### src/rtl/nmr_acq_echo_capture.sv
// nmr_acq_echo_capture
//   Multi-echo ADC capture engine. Sits downstream of the RX/duplexer window
//   generator: on each fresh rising edge of the delayed window it writes
//   samples_per_echo ADC words into the acquisition RAM, and it repeats this
//   for num_echoes echoes per arm. acq_en is handed back to the window
//   generator, which holds its window open until acq_en has gone high and then
//   low again.
//
// Ports
//   adc_clk           ADC sample clock (single domain)
//   reset_n           asynchronous active-low reset
//   arm               1-cycle pulse, starts a new multi-echo acquisition
//   acq_wnd_dly       delayed acquisition window from the window generator
//   adc_data          raw ADC sample, valid every cycle
//   samples_per_echo  samples captured per echo (static while busy)
//   num_echoes        echoes per acquisition (static while busy)
//   acq_en            capture in progress for the current echo
//   wr_en/wr_addr/wr_data  acquisition RAM write port
//   echo_cnt          echoes completed since arm
//   busy              high from arm until done
//   done              level, all echoes captured
//   addr_ovf          sticky, RAM address wrapped since arm
//
// State | meaning
// ------+-------------------------------------------------------------
// IDLE  | after reset, waiting for arm
// ARMED | waiting for a fresh rising edge of acq_wnd_dly
// CAPT  | writing samples for the current echo, acq_en high
// REARM | echo finished, waiting for the window to close
// DONE  | all echoes captured, done held until the next arm

module nmr_acq_echo_capture #(
    parameter int DATABUS_WIDTH = 32,
    parameter int ADC_WIDTH     = 14,
    parameter int ADDR_WIDTH    = 12
) (
    input  logic                     adc_clk,
    input  logic                     reset_n,
    input  logic                     arm,
    input  logic                     acq_wnd_dly,
    input  logic [ADC_WIDTH-1:0]     adc_data,
    input  logic [DATABUS_WIDTH-1:0] samples_per_echo,
    input  logic [DATABUS_WIDTH-1:0] num_echoes,
    output logic                     acq_en,
    output logic                     wr_en,
    output logic [ADDR_WIDTH-1:0]    wr_addr,
    output logic [ADC_WIDTH-1:0]     wr_data,
    output logic [DATABUS_WIDTH-1:0] echo_cnt,
    output logic                     busy,
    output logic                     done,
    output logic                     addr_ovf
);

    typedef enum logic [2:0] {
        S_IDLE  = 3'd0,
        S_ARMED = 3'd1,
        S_CAPT  = 3'd2,
        S_REARM = 3'd3,
        S_DONE  = 3'd4
    } state_t;

    state_t                   state_q, state_d;
    logic                     wnd_q;
    logic                     rise;
    logic [DATABUS_WIDTH-1:0] scnt_q, scnt_d;
    logic [DATABUS_WIDTH-1:0] echo_cnt_d, echo_inc;
    logic [ADDR_WIDTH-1:0]    addr_q, addr_d;
    logic [ADDR_WIDTH-1:0]    wr_addr_d;
    logic [ADC_WIDTH-1:0]     wr_data_d;
    logic                     wrapped_q, wrapped_d;
    logic                     acq_en_d, wr_en_d, busy_d, done_d, addr_ovf_d;

    assign rise     = acq_wnd_dly & ~wnd_q;
    assign echo_inc = echo_cnt + DATABUS_WIDTH'(1);

    always_ff @(posedge adc_clk or negedge reset_n) begin
        if (!reset_n) begin
            state_q   <= S_IDLE;
            wnd_q     <= 1'b0;
            scnt_q    <= '0;
            addr_q    <= '0;
            wrapped_q <= 1'b0;
            acq_en    <= 1'b0;
            wr_en     <= 1'b0;
            wr_addr   <= '0;
            wr_data   <= '0;
            echo_cnt  <= '0;
            busy      <= 1'b0;
            done      <= 1'b0;
            addr_ovf  <= 1'b0;
        end else begin
            state_q   <= state_d;
            wnd_q     <= acq_wnd_dly;
            scnt_q    <= scnt_d;
            addr_q    <= addr_d;
            wrapped_q <= wrapped_d;
            acq_en    <= acq_en_d;
            wr_en     <= wr_en_d;
            wr_addr   <= wr_addr_d;
            wr_data   <= wr_data_d;
            echo_cnt  <= echo_cnt_d;
            busy      <= busy_d;
            done      <= done_d;
            addr_ovf  <= addr_ovf_d;
        end
    end

    always_comb begin
        state_d    = state_q;
        scnt_d     = scnt_q;
        addr_d     = addr_q;
        wrapped_d  = wrapped_q;
        acq_en_d   = acq_en;
        wr_en_d    = 1'b0;
        wr_addr_d  = wr_addr;
        wr_data_d  = wr_data;
        echo_cnt_d = echo_cnt;
        busy_d     = busy;
        done_d     = done;
        addr_ovf_d = addr_ovf;

        case (state_q)
            S_IDLE, S_DONE: begin
                // A rise coincident with arm only arms; wnd_q absorbs it so
                // ARMED needs a fresh edge.
                if (arm) begin
                    echo_cnt_d = '0;
                    addr_d     = '0;
                    wrapped_d  = 1'b0;
                    addr_ovf_d = 1'b0;
                    acq_en_d   = 1'b0;
                    if (num_echoes == '0) begin
                        busy_d  = 1'b0;
                        done_d  = 1'b1;
                        state_d = S_DONE;
                    end else begin
                        busy_d  = 1'b1;
                        done_d  = 1'b0;
                        state_d = S_ARMED;
                    end
                end
            end

            S_ARMED: begin
                if (rise) begin
                    acq_en_d = 1'b1;
                    scnt_d   = '0;
                    state_d  = S_CAPT;
                end
            end

            S_CAPT: begin
                // The window is deliberately not looked at here: a capture,
                // once started, always completes its samples. acq_en drops
                // the edge after the last write, so with zero samples it is
                // still high for one cycle and the window generator can close.
                if (scnt_q != samples_per_echo) begin
                    wr_en_d   = 1'b1;
                    wr_data_d = adc_data;
                    wr_addr_d = addr_q;
                    addr_d    = addr_q + ADDR_WIDTH'(1);
                    scnt_d    = scnt_q + DATABUS_WIDTH'(1);
                    if (wrapped_q) begin
                        addr_ovf_d = 1'b1;
                    end
                    if (&addr_q) begin
                        wrapped_d = 1'b1;
                    end
                end else begin
                    acq_en_d   = 1'b0;
                    echo_cnt_d = echo_inc;
                    if (echo_inc == num_echoes) begin
                        busy_d  = 1'b0;
                        done_d  = 1'b1;
                        state_d = S_DONE;
                    end else begin
                        state_d = S_REARM;
                    end
                end
            end

            S_REARM: begin
                if (!acq_wnd_dly) begin
                    state_d = S_ARMED;
                end
            end

            default: begin
                state_d = S_IDLE;
            end
        endcase
    end

endmodule
### config.mk
export PLATFORM = sky130hd
export DESIGN_NAME = nmr_acq_echo_capture
export DESIGN_NICKNAME = d
export VERILOG_FILES = /design/src/rtl/nmr_acq_echo_capture.sv
export SDC_FILE = /design/constraint.sdc
export NUM_CORES = 1
export LEC_CHECK = 0
export ABC_AREA = 1
export BUFFER_PORTS_ARGS = -buffer_cell sky130_fd_sc_hd__buf_2
export CORE_AREA = 2 2 136 138
export DETAILED_ROUTE_END_ITERATION = 12
export DIE_AREA = 0 0 138 140
export GPL_ROUTABILITY_DRIVEN = 0
export PLACE_DENSITY = 0.66
export SKIP_CTS_REPAIR_TIMING = 1
export SLEW_MARGIN = 5
export SYNTH_ARGS = -nofsm -noshare
export SYNTH_HDL_FRONTEND = slang
export SYNTH_SLANG_ARGS = --single-unit
export TNS_END_PERCENT = 1
### constraint.sdc
create_clock -name adc_clk -period 3.2 [get_ports adc_clk]
set_clock_uncertainty 0.1 [all_clocks]
set_input_delay 0.48 -clock adc_clk [delete_from_list [all_inputs] [get_ports adc_clk]]
set_output_delay 0.48 -clock adc_clk [all_outputs]
set_load 0.01 [all_outputs]
==> flow_metrics.tcl <==
set metrics [dict create \
    status "finished, violations left" \
    failed_checks "hold timing" \
    yosysMostFrequentCell "nand2_1" \
    port_buffers 144 \
    cts_root_buf "clkbuf_16" \
    insertion_delay_ns 0.36 \
    slew_viol_final 0 \
    fp.dieH_um 140 \
    setup_viol_count_final 0 \
    max_freq_ghz 0.386 \
    final.setup.tns_ns 0 \
    start_util_pct 44.1 \
    ys_ff_latch 112 \
    n_fill_cell 1827 \
    startpoint_type "flip-flop" \
    synth_top_area_share_pct 35.7 \
    antenna_found_initial 0 \
    syn_area_per_cell_um2 6.65 \
    cts_made_buffers 9 \
    cts_max_path_buffers 2 \
    synth_edf_count 0 \
    wirelength_um 22700 \
    finalCritPeriodShare_pct 80.9 \
    yosys.area.top_type "dfrtp_1" \
    synth_area_leaders "dfrtp_1 36%, nand2_1 19%, nor2_1 6.6%" \
    synth-async-reset-ratio_pct 100 \
    hold_ws_ns -0.00384 \
    power.total_w 0.00427 \
    area_delta_synth_final_pct 16.1 \
    postRouteAntennaNets 0 \
    track_usage_pct 23.6 \
    grt_pass1_vias 7517 \
    crit_type "flip-flop to flip-flop" \
    reg2reg_slack_ns 0.61 \
    cts_tree "yes" \
    tightest_slew_ns 0.711 \
    firstDrtPassIters 7 \
    rsz0062_at_grt "false" \
    synthesis.area_um2 7850 \
    detail_route.iter0.violations 572 \
    coreArea_um2 17800 \
    critPathLaunch "scnt_q[10]$_DFFE_PN0P_" \
    dr_total_vias 7960 \
    dp_hpwl_um 17800 \
    min_period_ns 2.59 \
    seq_area_frac_synth_pct 35.7 \
    powerDensity_nw_per_um2 469 \
    htree_levels 3 \
    dieArea_um2 19300 \
    worstPathRequired_ns 3.32 \
    drive_gt1_share_pct 15.5 \
    synth_cell_types 43 \
    routed_via_density 5.13 \
    grt_overflow 0 \
    grt_max_degree 53 \
    cts.sinks 112 \
    drv_cap 0 \
    clk_pin_slew_ns 0.08 \
    num_antenna_cells 0 \
    syn_inst 1181 \
    syn_nets 1266 \
    yosysWarnings 0 \
    die_x_um 138 \
    multi_input_area_um2 4430 \
    drc 0 \
    slew_headroom_pct 52.5 \
    nets 1403 \
    p_leak_nw 4.42 \
    reg2reg_from "scnt_q[10]$_DFFE_PN0P_" \
    synth_common_cells "400 x nand2_1, 137 x nor2_1, 127 x inv_1" \
    rows 49 \
    peakVddDrop_mv 0.307 \
    ios 145 \
    hold_viol 1 \
    worstPathArrival_ns 2.71 \
    hold_class "input pin to asynchronous set/reset pin" \
    synthFlopType "dfrtp_1" \
    seq_area_um2 2800 \
    end_kind "flip-flop" \
    grt_first_pass_wirelength_um 37000 \
    critical_path_peak_fanout 22 \
    wire_per_inst_um 14.6 \
]
per-stage QoR:
step	util, %	hold WS, ns	instance area (µm²)	instances	setup WS (ns)
floorplan	-	0.0844	7850	1181	0.945
global placement	49.7	0.353	8840	1536	0.529
detailed placement	49.7	0.359	8840	1536	0.490
CTS	51.3	0.0171	9110	1552	0.575
global route	51.3	0.0298	9110	1552	0.292
finish	51.3	-0.00384	9110	1552	0.611
power by group:
part	internal [W]	leakage [nW]	switching [W]
clock	0.000541	0.138	0.000578
combinational	0.000457	2.76	0.000986
sequential	0.00160	1.52	0.000111
total	0.00260	4.42	0.00168
registers in the layout (all words and copies together), names as in the netlist, 3 cells and up:
signal,count
echo_cnt,32
scnt_q,32
wr_data,14
addr_q,12
wr_addr,12
state_q,3
cell type report:
cell class	count	share of cell area (%)
multi-input cells	910	48.6
flip-flops and latches	112	30.8
repair buffers	155	9.12
inverters	130	5.35
well taps	229	3.14
clock buffers	10	2.51
clock inverters	6	0.535
path summary, 6_finish.rpt:
check                                          endpoint  cells past startpoint
worst max-delay path              scnt_q[0]$_DFFE_PN0P_                     10
worst min-delay path            echo_cnt[9]$_DFFE_PN0P_                      1
max in group asynchronous        scnt_q[29]$_DFFE_PN0P_                      2
worst max register to register    scnt_q[0]$_DFFE_PN0P_                     10
min in group adc_clk                    wnd_q$_DFF_PN0_                      1
worst min register to register         done$_DFFE_PN0P_                      2
logic make-up (layout without fill, tap and decap cells):
family | count (synthesis) | after routing | synth area share (%)
xor+xnor | 63 | 63 | 7.40
simple gates | 751 | 751 | 41.9
fa+ha+maj | 3 | 3 | 0.478
buf+inv | 159 | 301 | 8.05
flops | 112 | 112 | 35.7
compound gates | 93 | 93 | 6.47
metal layers:
metal / GRT usage [%] / up-vias / routed length, µm
li1: - / 4054 / -
met1: 31.0 / 3622 / 10200
met2: 39.0 / 238 / 10500
met3: 2.94 / 46 / 1160
met4: 10.8 / 0 / 866
met5: 0 / - / 0
critical path, cell delays in order, from the launching register on:
cell and delay, ns:
dfrtp_1 0.41, inv_1 0.12, or2_2 0.12, nand4_1 0.07, nor3_1 0.40, nand4_1 0.17, nand2_1 0.20, buf_4 0.28
inv_1 0.37, nand2_1 0.14, o21ai_0 0.08
cells in the final DEF (no fill, tap or decap), types with 2 or more instances in the layout:
| master | instances |
|---|---|
| a21oi_1 | 8 |
| and2_1 | 4 |
| buf_12 | 2 |
| buf_2 | 143 |
| buf_4 | 10 |
| clkbuf_16 | 9 |
| clkinv_4 | 2 |
| dfrtp_1 | 112 |
| ha_1 | 3 |
| inv_1 | 127 |
| inv_2 | 3 |
| inv_6 | 3 |
| nand2_1 | 400 |
| nand2_2 | 10 |
| nand2_4 | 2 |
| nand3_1 | 96 |
| nand3b_1 | 5 |
| nand4_1 | 31 |
| nor2_1 | 137 |
| nor2_2 | 4 |
| nor2_4 | 4 |
| nor2_8 | 3 |
| nor3_1 | 26 |
| nor4_1 | 16 |
| o21ai_0 | 51 |
| o21ai_1 | 7 |
| o22ai_1 | 21 |
| or2_1 | 3 |
| or2_2 | 6 |
| xnor2_1 | 35 |
| xor2_1 | 26 |
No activity file was read; power rests on OpenSTA's default activity.
